`config.mk`:
```
export PLATFORM = sky130hd
export DESIGN_NAME = hazard_stall_ctrl
export DESIGN_NICKNAME = d
export VERILOG_FILES = /design/src/rtl/hazard_pkg.sv /design/src/rtl/hazard_stall_ctrl_sat_counter.sv /design/src/rtl/hazard_stall_ctrl.sv
export SDC_FILE = /design/constraint.sdc
export NUM_CORES = 1
export LEC_CHECK = 0
export ABC_AREA = 1
export CAP_MARGIN = 25
export CORE_UTILIZATION = 45
export DETAILED_ROUTE_END_ITERATION = 8
export PLACE_DENSITY = 0.73
export SLEW_MARGIN = 5
export SYNTH_ARGS = -nofsm -noshare
export SYNTH_HDL_FRONTEND = slang
export SYNTH_SLANG_ARGS = --single-unit
export TNS_END_PERCENT = 30
```
`constraint.sdc`:
```
create_clock -name clk -period 2.3 [get_ports clk]
set_input_delay 0.46 -clock clk [delete_from_list [all_inputs] [get_ports clk]]
set_output_delay 0.46 -clock clk [all_outputs]
set_load 0.01 [all_outputs]
```
`src/rtl/hazard_pkg.sv`:
```
// Shared types and constants for the pipeline hazard stall/flush controller.
package hazard_pkg;

   typedef enum logic [1:0] {
      RUN,
      MD_BUSY,
      MD_DONE
   } state_t;

   localparam logic [4:0] REG_X0 = 5'd0;

   // Legal MUL/DIV occupancy of EX and the down-counter width that covers it.
   localparam int MULDIV_LAT_MIN = 2;
   localparam int MULDIV_LAT_MAX = 16;
   localparam int MD_CNT_W       = 4;

endpackage

```
`src/rtl/hazard_stall_ctrl_sat_counter.sv`:
```
// Enable-driven up counter that sticks at all ones instead of wrapping.
module sat_counter #(
   parameter int W = 32
) (
   input  logic         clk,
   input  logic         rst,
   input  logic         en,
   output logic [W-1:0] count
);

   // NOTE: sequential state uses non-blocking assignment so every flop samples
   // pre-edge values regardless of block evaluation order.
   always_ff @(posedge clk) begin
      if (rst) begin
         count <= '0;
      end else if (en && (count != '1)) begin
         count <= count + 1'b1;
      end
   end

endmodule

```
`src/rtl/hazard_stall_ctrl.sv`:
```
// Stall/flush controller: load-use interlock, multi-cycle MUL/DIV hold and
// taken-branch squash, plus a saturating count of cycles with the PC frozen.
module hazard_stall_ctrl
   import hazard_pkg::*;
#(
   parameter int MULDIV_LAT = 4,
   parameter int CNT_W      = 32
) (
   input  logic             clk,
   input  logic             rst,
   input  logic [4:0]       IF_IDRs1,
   input  logic [4:0]       IF_IDRs2,
   input  logic [4:0]       ID_EXRegRd,
   input  logic             ID_EXMemRead,
   input  logic             ID_EXMulDiv,
   input  logic             BranchTaken,
   output logic             PC_Write,
   output logic             IF_IDWrite,
   output logic             ID_EXWrite,
   output logic             IF_IDFlush,
   output logic             ID_EXFlush,
   output logic             EX_MEMBubble,
   output logic             MD_Busy,
   output logic [CNT_W-1:0] Stall_Cnt
);

   // The RUN cycle and the MD_DONE cycle account for two of the MULDIV_LAT
   // cycles, so MD_BUSY lasts MULDIV_LAT-2 cycles (counter loads LAT-3).
   localparam logic [MD_CNT_W-1:0] MD_CNT_INIT =
      (MULDIV_LAT > 2) ? MD_CNT_W'(MULDIV_LAT - 3) : '0;

   state_t              state, state_nxt;
   logic [MD_CNT_W-1:0] md_cnt, md_cnt_nxt;
   logic                load_use;

   assign load_use = ID_EXMemRead && (ID_EXRegRd != REG_X0) &&
                     ((ID_EXRegRd == IF_IDRs1) || (ID_EXRegRd == IF_IDRs2));

   always_ff @(posedge clk) begin
      if (rst) begin
         state  <= RUN;
         md_cnt <= '0;
      end else begin
         state  <= state_nxt;
         md_cnt <= md_cnt_nxt;
      end
   end

   // NOTE: every output is given a default before the case so no path through
   // this block leaves a signal unassigned and infers a latch.
   always_comb begin
      state_nxt    = state;
      md_cnt_nxt   = md_cnt;
      PC_Write     = 1'b1;
      IF_IDWrite   = 1'b1;
      ID_EXWrite   = 1'b1;
      IF_IDFlush   = 1'b0;
      ID_EXFlush   = 1'b0;
      EX_MEMBubble = 1'b0;
      MD_Busy      = 1'b0;

      if (!rst) begin
         if ((state == MD_BUSY) || ((state == RUN) && ID_EXMulDiv)) begin
            PC_Write     = 1'b0;
            IF_IDWrite   = 1'b0;
            ID_EXWrite   = 1'b0;
            EX_MEMBubble = 1'b1;
            MD_Busy      = 1'b1;
         end else if (BranchTaken) begin
            IF_IDFlush = 1'b1;
            ID_EXFlush = 1'b1;
         end else if (load_use) begin
            PC_Write   = 1'b0;
            IF_IDWrite = 1'b0;
            ID_EXFlush = 1'b1;
         end

         unique case (state)
            RUN: begin
               if (ID_EXMulDiv) begin
                  state_nxt  = (MULDIV_LAT == 2) ? MD_DONE : MD_BUSY;
                  md_cnt_nxt = MD_CNT_INIT;
               end
            end
            MD_BUSY: begin
               if (md_cnt == '0) state_nxt = MD_DONE;
               else              md_cnt_nxt = md_cnt - 1'b1;
            end
            MD_DONE: state_nxt = RUN;
            default: state_nxt = RUN;
         endcase
      end
   end

   sat_counter #(.W(CNT_W)) u_stall_cnt (
      .clk   (clk),
      .rst   (rst),
      .en    (!PC_Write),
      .count (Stall_Cnt)
   );

   // A branch resolving alongside a fresh MUL/DIV in EX cannot happen in a
   // well-formed pipeline; the MUL/DIV hold wins if it ever does.
   always_ff @(posedge clk) begin
      assert ((MULDIV_LAT >= MULDIV_LAT_MIN) && (MULDIV_LAT <= MULDIV_LAT_MAX))
         else $error("hazard_stall_ctrl: MULDIV_LAT %0d out of range", MULDIV_LAT);
      if (!rst && (state == RUN))
         assert (!(ID_EXMulDiv && BranchTaken))
            else $error("hazard_stall_ctrl: BranchTaken with ID_EXMulDiv in RUN");
   end

endmodule
```
==> reports/qor.csv, run 1 <==
metric;value;unit
clock_power_share;38.3;%
clock.fmax;450;MHz
grt_use_met1;33.8;%
met3_usage;3.72;%
powerDensity;437;nW/um^2
die_h;78.6;um
cts_buffers;5;
routed-via-count;2941;
synthXorXnorAreaFrac;5.31;%
dr.pass1.iters;6;
grt_max_degree;37;
grt_use_met2;37.6;%
finalWirelength;7050;um
leakage;1.43;nW
layout.cells.non_filler;578;
multiInputGateArea;1600;um^2
diodes;0;
cp_max_fo;2;
top_usage_layer;met2;
rows;27;
ys_warn_count;0;
pwr-share-comb;15.8;%
p_seq_share;45.9;%
relSlewSlack;69.9;%
n_fill_cell;552;
final_nets;528;
syn2layout_area_growth;29.0;%
synth_top_family_by_area;simple AND/OR/NAND/NOR gates;
vdd_drop_max;0.280;mV
p_sw;0.401;mW
vias_per_cell;5.09;
swShare;26.9;%
slowest_stage;clkdlybuf4s50_1;
netlist_area;2640;um^2
fin_crit;2220;ps
regArea;761;um^2
grt_use_total;24.0;%
postSynthCellCount;445;
ys.flop_type;dfxtp_1;
yosysMostFrequentCell;nand2_1;
cts_tree;yes;
hpwl;5210;um
io_buffers;58;
hold_start;md_cnt[0];
synth_simple_gate_area_share;47.4;%
h-tree-depth;2;
io_pins;59;
root_buffer;clkbuf_8;
die_w;78.6;um
crit_path_start_kind;input port;
place_congestion;0.870;
slowest_delay;480;ps
skew;5.90;ps
drive_gt1_share;7.11;%
status;complete, no violations;
endpoint_kind;primary output;
synth_compound_area_share;6.07;%
first_iter_violations;177;
worst_pin_slew;450;ps
ys_types;30;
hold_path_class;register to register;
worstReg2RegStart;u_stall_cnt.count[0];
rsz0062_at_grt;false;
power.internal;1.09;mW
grt_pass1_vias;2577;
placedCellCount;570;
synthTopCellsByArea;dfxtp_1, nand2_1, nor2_1;
startpoint;IF_IDRs1[0];
final_core_util;61.1;%
antenna_found_initial;0;
crit_type;input port to primary output;
ctsHoldBuffers;0;
yosys.area.top_type;dfxtp_1;
synth_edf_count;0;
crit_chain;clkdlybuf4s50_1 > inv_1 > nand2_1 > nand2_1 > nor2_2 > nand3_1 > nand2_2 > a21oi_1 > nor3_1 > clkbuf_2;
overflow;0;
yosysTopAreaCellShare;28.8;%
period_share;96.6;%
cts_buffer_depth;2;
slew_viol_final;0;
synthArstFlopShare;0;%
clk_latency;290;ps
syn_nets;468;
start_util;47.4;%
grt_first_pass_wirelength;11900;um
die-area;6180;um^2
crit_path_frequent_cell;nand2_1;
hold_viol_final;0;
synth_common_cells;nand2_1, nor2_1, inv_1;
worst_ep_arrival_time;1760;ps
synth-seq-cells;38;
crit_required;1840;ps
cap_violations;0;
power;1.49;mW
setup_violations;0;
postRouteAntennaNets;0;
yosysSeqAreaShare;28.8;%
post-route-drc-count;0;
fp.coreArea;5570;um^2
synth-adder-area-share;1.42;%
synth.area.mux_share;0;%
cts.clk_slew.worst_paths;80;ps
numClockSinks;38;
post_synth.cell_area_avg;5.93;um^2
avgRoutedWirePerCell;12.2;um
## worst max-delay path: cells and delay by family
kind            cells  cell delay, ps
compound gates      1              60
buf+inv             3             680
simple gates        6             560
## worst paths after layout
kind | slack [ps] | to | cells past startpoint
max | 80 | ID_EXFlush | 10
min | 480 | md_cnt[0] | 1
max reg2reg | 310 | u_stall_cnt.count[28] | 9
min reg2reg | 480 | md_cnt[0] | 1
## metal layers
| layer | up-vias | routed length (um) |
|---|---|---|
| met3 | 7 | 298 |
| li1 | 1512 | - |
| met1 | 1356 | 3470 |
| met2 | 66 | 3220 |
| met5 | - | 0 |
| met4 | 0 | 54 |
## placed cells by master, fill, tap and decap left out, types with 4 or more instances in the layout
cell	n
a21oi_1	25
buf_4	8
clkbuf_8	5
clkdlybuf4s50_1	45
dfxtp_1	38
dlygate4sd2_1	7
inv_1	53
nand2_1	146
nand3_1	39
nand3b_1	5
nand4_1	10
nor2_1	66
nor2_2	4
nor3_1	6
xnor2_1	9
xor2_1	7
## state kept, by name, indices dropped and copies added, names as in the netlist
register,cells
u_stall_cnt.count,32
md_cnt,4
state,2
## power groups by stage
stage               Combinational (mW)  Sequential (mW)  Clock, mW
floorplan                        0.150            0.697          0
global placement                 0.238            0.698          0
detailed placement               0.242            0.698          0
CTS                              0.234            0.683      0.580
global route                     0.263            0.685      0.616
finish                           0.236            0.683      0.571
## stage by stage
stage | hold WS (ps) | TNS, ps | cell area (um^2) | setup slack [ps]
finish | 476 | 0 | 3400 | 78.6
detailed placement | 452 | -5900 | 3300 | -331
global route | 516 | 0 | 3400 | 13.4
floorplan | 431 | 0 | 2640 | 364
global placement | 449 | -5130 | 3300 | -319
CTS | 469 | -31.1 | 3390 | -16.2
## kinds of logic (layout without fill, tap and decap cells)
| kind of cell | Yosys count | in the layout |
|---|---|---|
| xor+xnor | 16 | 16 |
| buf+inv | 69 | 130 |
| flops | 38 | 38 |
| fa+ha+maj | 3 | 3 |
| simple gates | 288 | 288 |
| compound gates | 31 | 31 |
## area by class of cell
class | instances | area share [%]
Multi-Input combinational cell | 338 | 47.1
Sequential cell | 38 | 22.3
Timing Repair Buffer | 67 | 18.7
Inverter | 55 | 6.06
Tap cell | 72 | 2.65
Clock buffer | 5 | 2.02
Clock inverter | 3 | 1.18
## timing repair
item                                    CTS  global route
endpoints found under the setup margin    5            27
gates resized for setup                  12            14
pin swaps                                 0             2
setup buffers                             0             0
(Power assumes the default switching activity.)
==> inputs of run 2 (changes only) <==
--- a/config.mk
+++ b/config.mk
@@ -7,9 +7,9 @@
 export LEC_CHECK = 0
 export ABC_AREA = 1
 export CAP_MARGIN = 25
-export CORE_UTILIZATION = 45
+export CORE_UTILIZATION = 40
 export DETAILED_ROUTE_END_ITERATION = 8
-export PLACE_DENSITY = 0.73
+export PLACE_DENSITY = 0.66
 export SLEW_MARGIN = 5
 export SYNTH_ARGS = -nofsm -noshare
 export SYNTH_HDL_FRONTEND = slang
==> reports/qor.csv, run 2 (synthesized netlist as in run 1, its figures left out) <==
metric;value;unit;change
status;complete, no violations;;
slew_viol_final;0;;unchanged
vdd_drop_max;0.320;mV;+14%
post-cts-setup-buffers;0;;unchanged
cts.clk_slew.worst_paths;70;ps;about the same
rsz0062_at_grt;true;;
whs_path_depth;1;;unchanged
die_w;83.2;um;+5.9%
regArea;761;um^2;unchanged
power.internal;0.977;mW;-10%
clock_power_share;32.6;%;-5.7 points
n_fill_cell;638;;+16%
finalWirelength;6980;um;-1.0%
r2r_cells;10;;+1
fp.coreArea;6350;um^2;+14%
cts_buffer_depth;2;;unchanged
post-route-drc-count;0;;unchanged
cp_max_fo;2;;unchanged
grt_use_met2;33.5;%;-4.1 points
antenna_found_initial;0;;unchanged
diodes;0;;unchanged
placed_cell_area;3320;um^2;+0.65%
fin_crit;2260;ps;+42.6 ps
layout.cells.non_filler;584;;+1.0%
layout_commonest_cell;nand2_1;;
setup_violations;0;;unchanged
vias_per_cell;4.90;;-3.7%
worst_ep_arrival_time;1800;ps;+40 ps
io_pins;59;;unchanged
grt_max_degree;37;;unchanged
cap_violations;0;;unchanged
met3_usage;3.88;%;+0.16 points
top_usage_layer;met2;;
grt_use_total;20.8;%;-3.2 points
endpoint_kind;primary output;;
grt_use_met1;27.8;%;-6.0 points
io_buffers;58;;unchanged
dr.pass1.iters;4;;-2
final_nets;530;;+0.38%
syn2layout_area_growth;29.1;%;
numClockSinks;38;;unchanged
multiInputGateArea;1600;um^2;about the same
final_area;3410;um^2;+0.15%
postRouteAntennaNets;0;;unchanged
largest_registers;u_stall_cnt.count (32), md_cnt (4), state (2);;
crit_required;1840;ps;about the same
start_util;41.6;%;-5.8 points
grt_first_pass_wirelength;11800;um;-0.64%
pwr-share-comb;17.1;%;+1.3 points
clock.fmax;442;MHz;-1.9%
die-area;6930;um^2;+12%
cts_buffers;5;;unchanged
hpwl;5260;um;+1.0%
clk_latency;290;ps;about the same
rows;29;;+7.4%
largest_register_ffs;32;;unchanged
place_congestion;0.919;;+5.6%
period_share;98.4;%;+1.9 points
h-tree-depth;2;;unchanged
overflow;0;;unchanged
grt_pass1_vias;2607;;+1.2%
worst_pin_slew;442;ps;-7.88 ps
first_iter_violations;191;;+7.9%
skew;8.61;ps;+2.71 ps
p_seq_share;50.3;%;+4.4 points
placedCellCount;577;;+1.2%
final_cell_mix;nand2_1, nor2_1, inv_1;;
powerDensity;398;nW/um^2;-9.0%
swShare;28.0;%;+1.1 points
die_h;83.2;um;+5.9%
avgRoutedWirePerCell;11.9;um;-2.0%
cts_tree;yes;;
relSlewSlack;70.4;%;+0.53 points
root_buffer;clkbuf_8;;
p_sw;0.380;mW;-5.3%
drive_gt1_share;6.51;%;-0.61 points
largest_register;u_stall_cnt.count;;
hold_viol_final;0;;unchanged
routed-via-count;2862;;-2.7%
hold_path_class;register to register;;
crit_type;input port to primary output;;
crit_path_start_kind;input port;;
leakage;1.47;nW;+3.2%
[run 2: cell count changes in the layout (fill, tap and decap cells not counted), moves of 2 or more]
| cell | change |
|---|---|
| clkdlybuf4s50_1 | -4 |
| clkinv_2 | -2 |
| clkbuf_1 | +2 |
| nor2_1 | +2 |
| dlymetal6s2s_1 | +6 |
| buf_4 | +2 |
| nor2_2 | -2 |
| dlygate4sd2_1 | -2 |
[run 2: final timing paths]
| kind | startpoint | slack, ps | to |
|---|---|---|---|
| min reg2reg | md_cnt[0] | 480 | md_cnt[0] |
| min | md_cnt[0] | 480 | md_cnt[0] |
| max | IF_IDRs2[4] | 40 | ID_EXFlush |
| max reg2reg | u_stall_cnt.count[0] | 360 | u_stall_cnt.count[15] |
[run 2: critical path, stage by stage]
cell             delay [ps]
clkdlybuf4s50_1         480
inv_1                    50
nand2_1                  50
nand2_1                  60
nor2_1                  120
nand3_1                 110
nand2_2                 120
a21oi_2                  50
nor3_1                  150
buf_2                   160
[run 2: metrics by stage]
stage	power, mW	hold WS [ps]	setup slack [ps]	util [%]	setup TNS (ps)
floorplan	0.847	431	364	-	0
global placement	0.934	451	-340	52.2	-4260
detailed placement	0.938	460	-388	52.2	-5530
CTS	1.38	476	-6.15	53.2	-10.0
global route	1.43	520	-85.1	53.7	-111
finish	1.36	479	36.0	53.7	0
[run 2: routing by layer]
| layer | up-vias | share of wire [%] | wire, um |
|---|---|---|---|
| met5 | - | 0 | 0 |
| met4 | 0 | 1.7 | 121 |
| met3 | 12 | 3.2 | 226 |
| met2 | 49 | 45 | 3160 |
| met1 | 1283 | 50 | 3470 |
| li1 | 1518 | - | - |
[run 2: power by group through the flow]
stage          sequential [mW]  clock [mW]  combinational [mW]
3_5_place_dp             0.698           0               0.240
6_report                 0.683       0.442               0.232
2_1_floorplan            0.697           0               0.150
4_1_cts                  0.683       0.460               0.234
5_1_grt                  0.685       0.481               0.262
3_3_place_gp             0.697           0               0.236
[run 2: cell type report]
type                       instances  area share (%)
timing repair buffer              69            19.6
multi-input combinational        338            47.0
tap                               77            2.83
inverter                          55            6.06
clock buffer                       7            2.24
sequential                        38            22.3
[run 2: repair_timing]
action	4_1_cts	5_1_grt
endpoints found under the setup margin	3	29
pin swaps	2	7
resized for setup	12	17
hold buffers	0	0
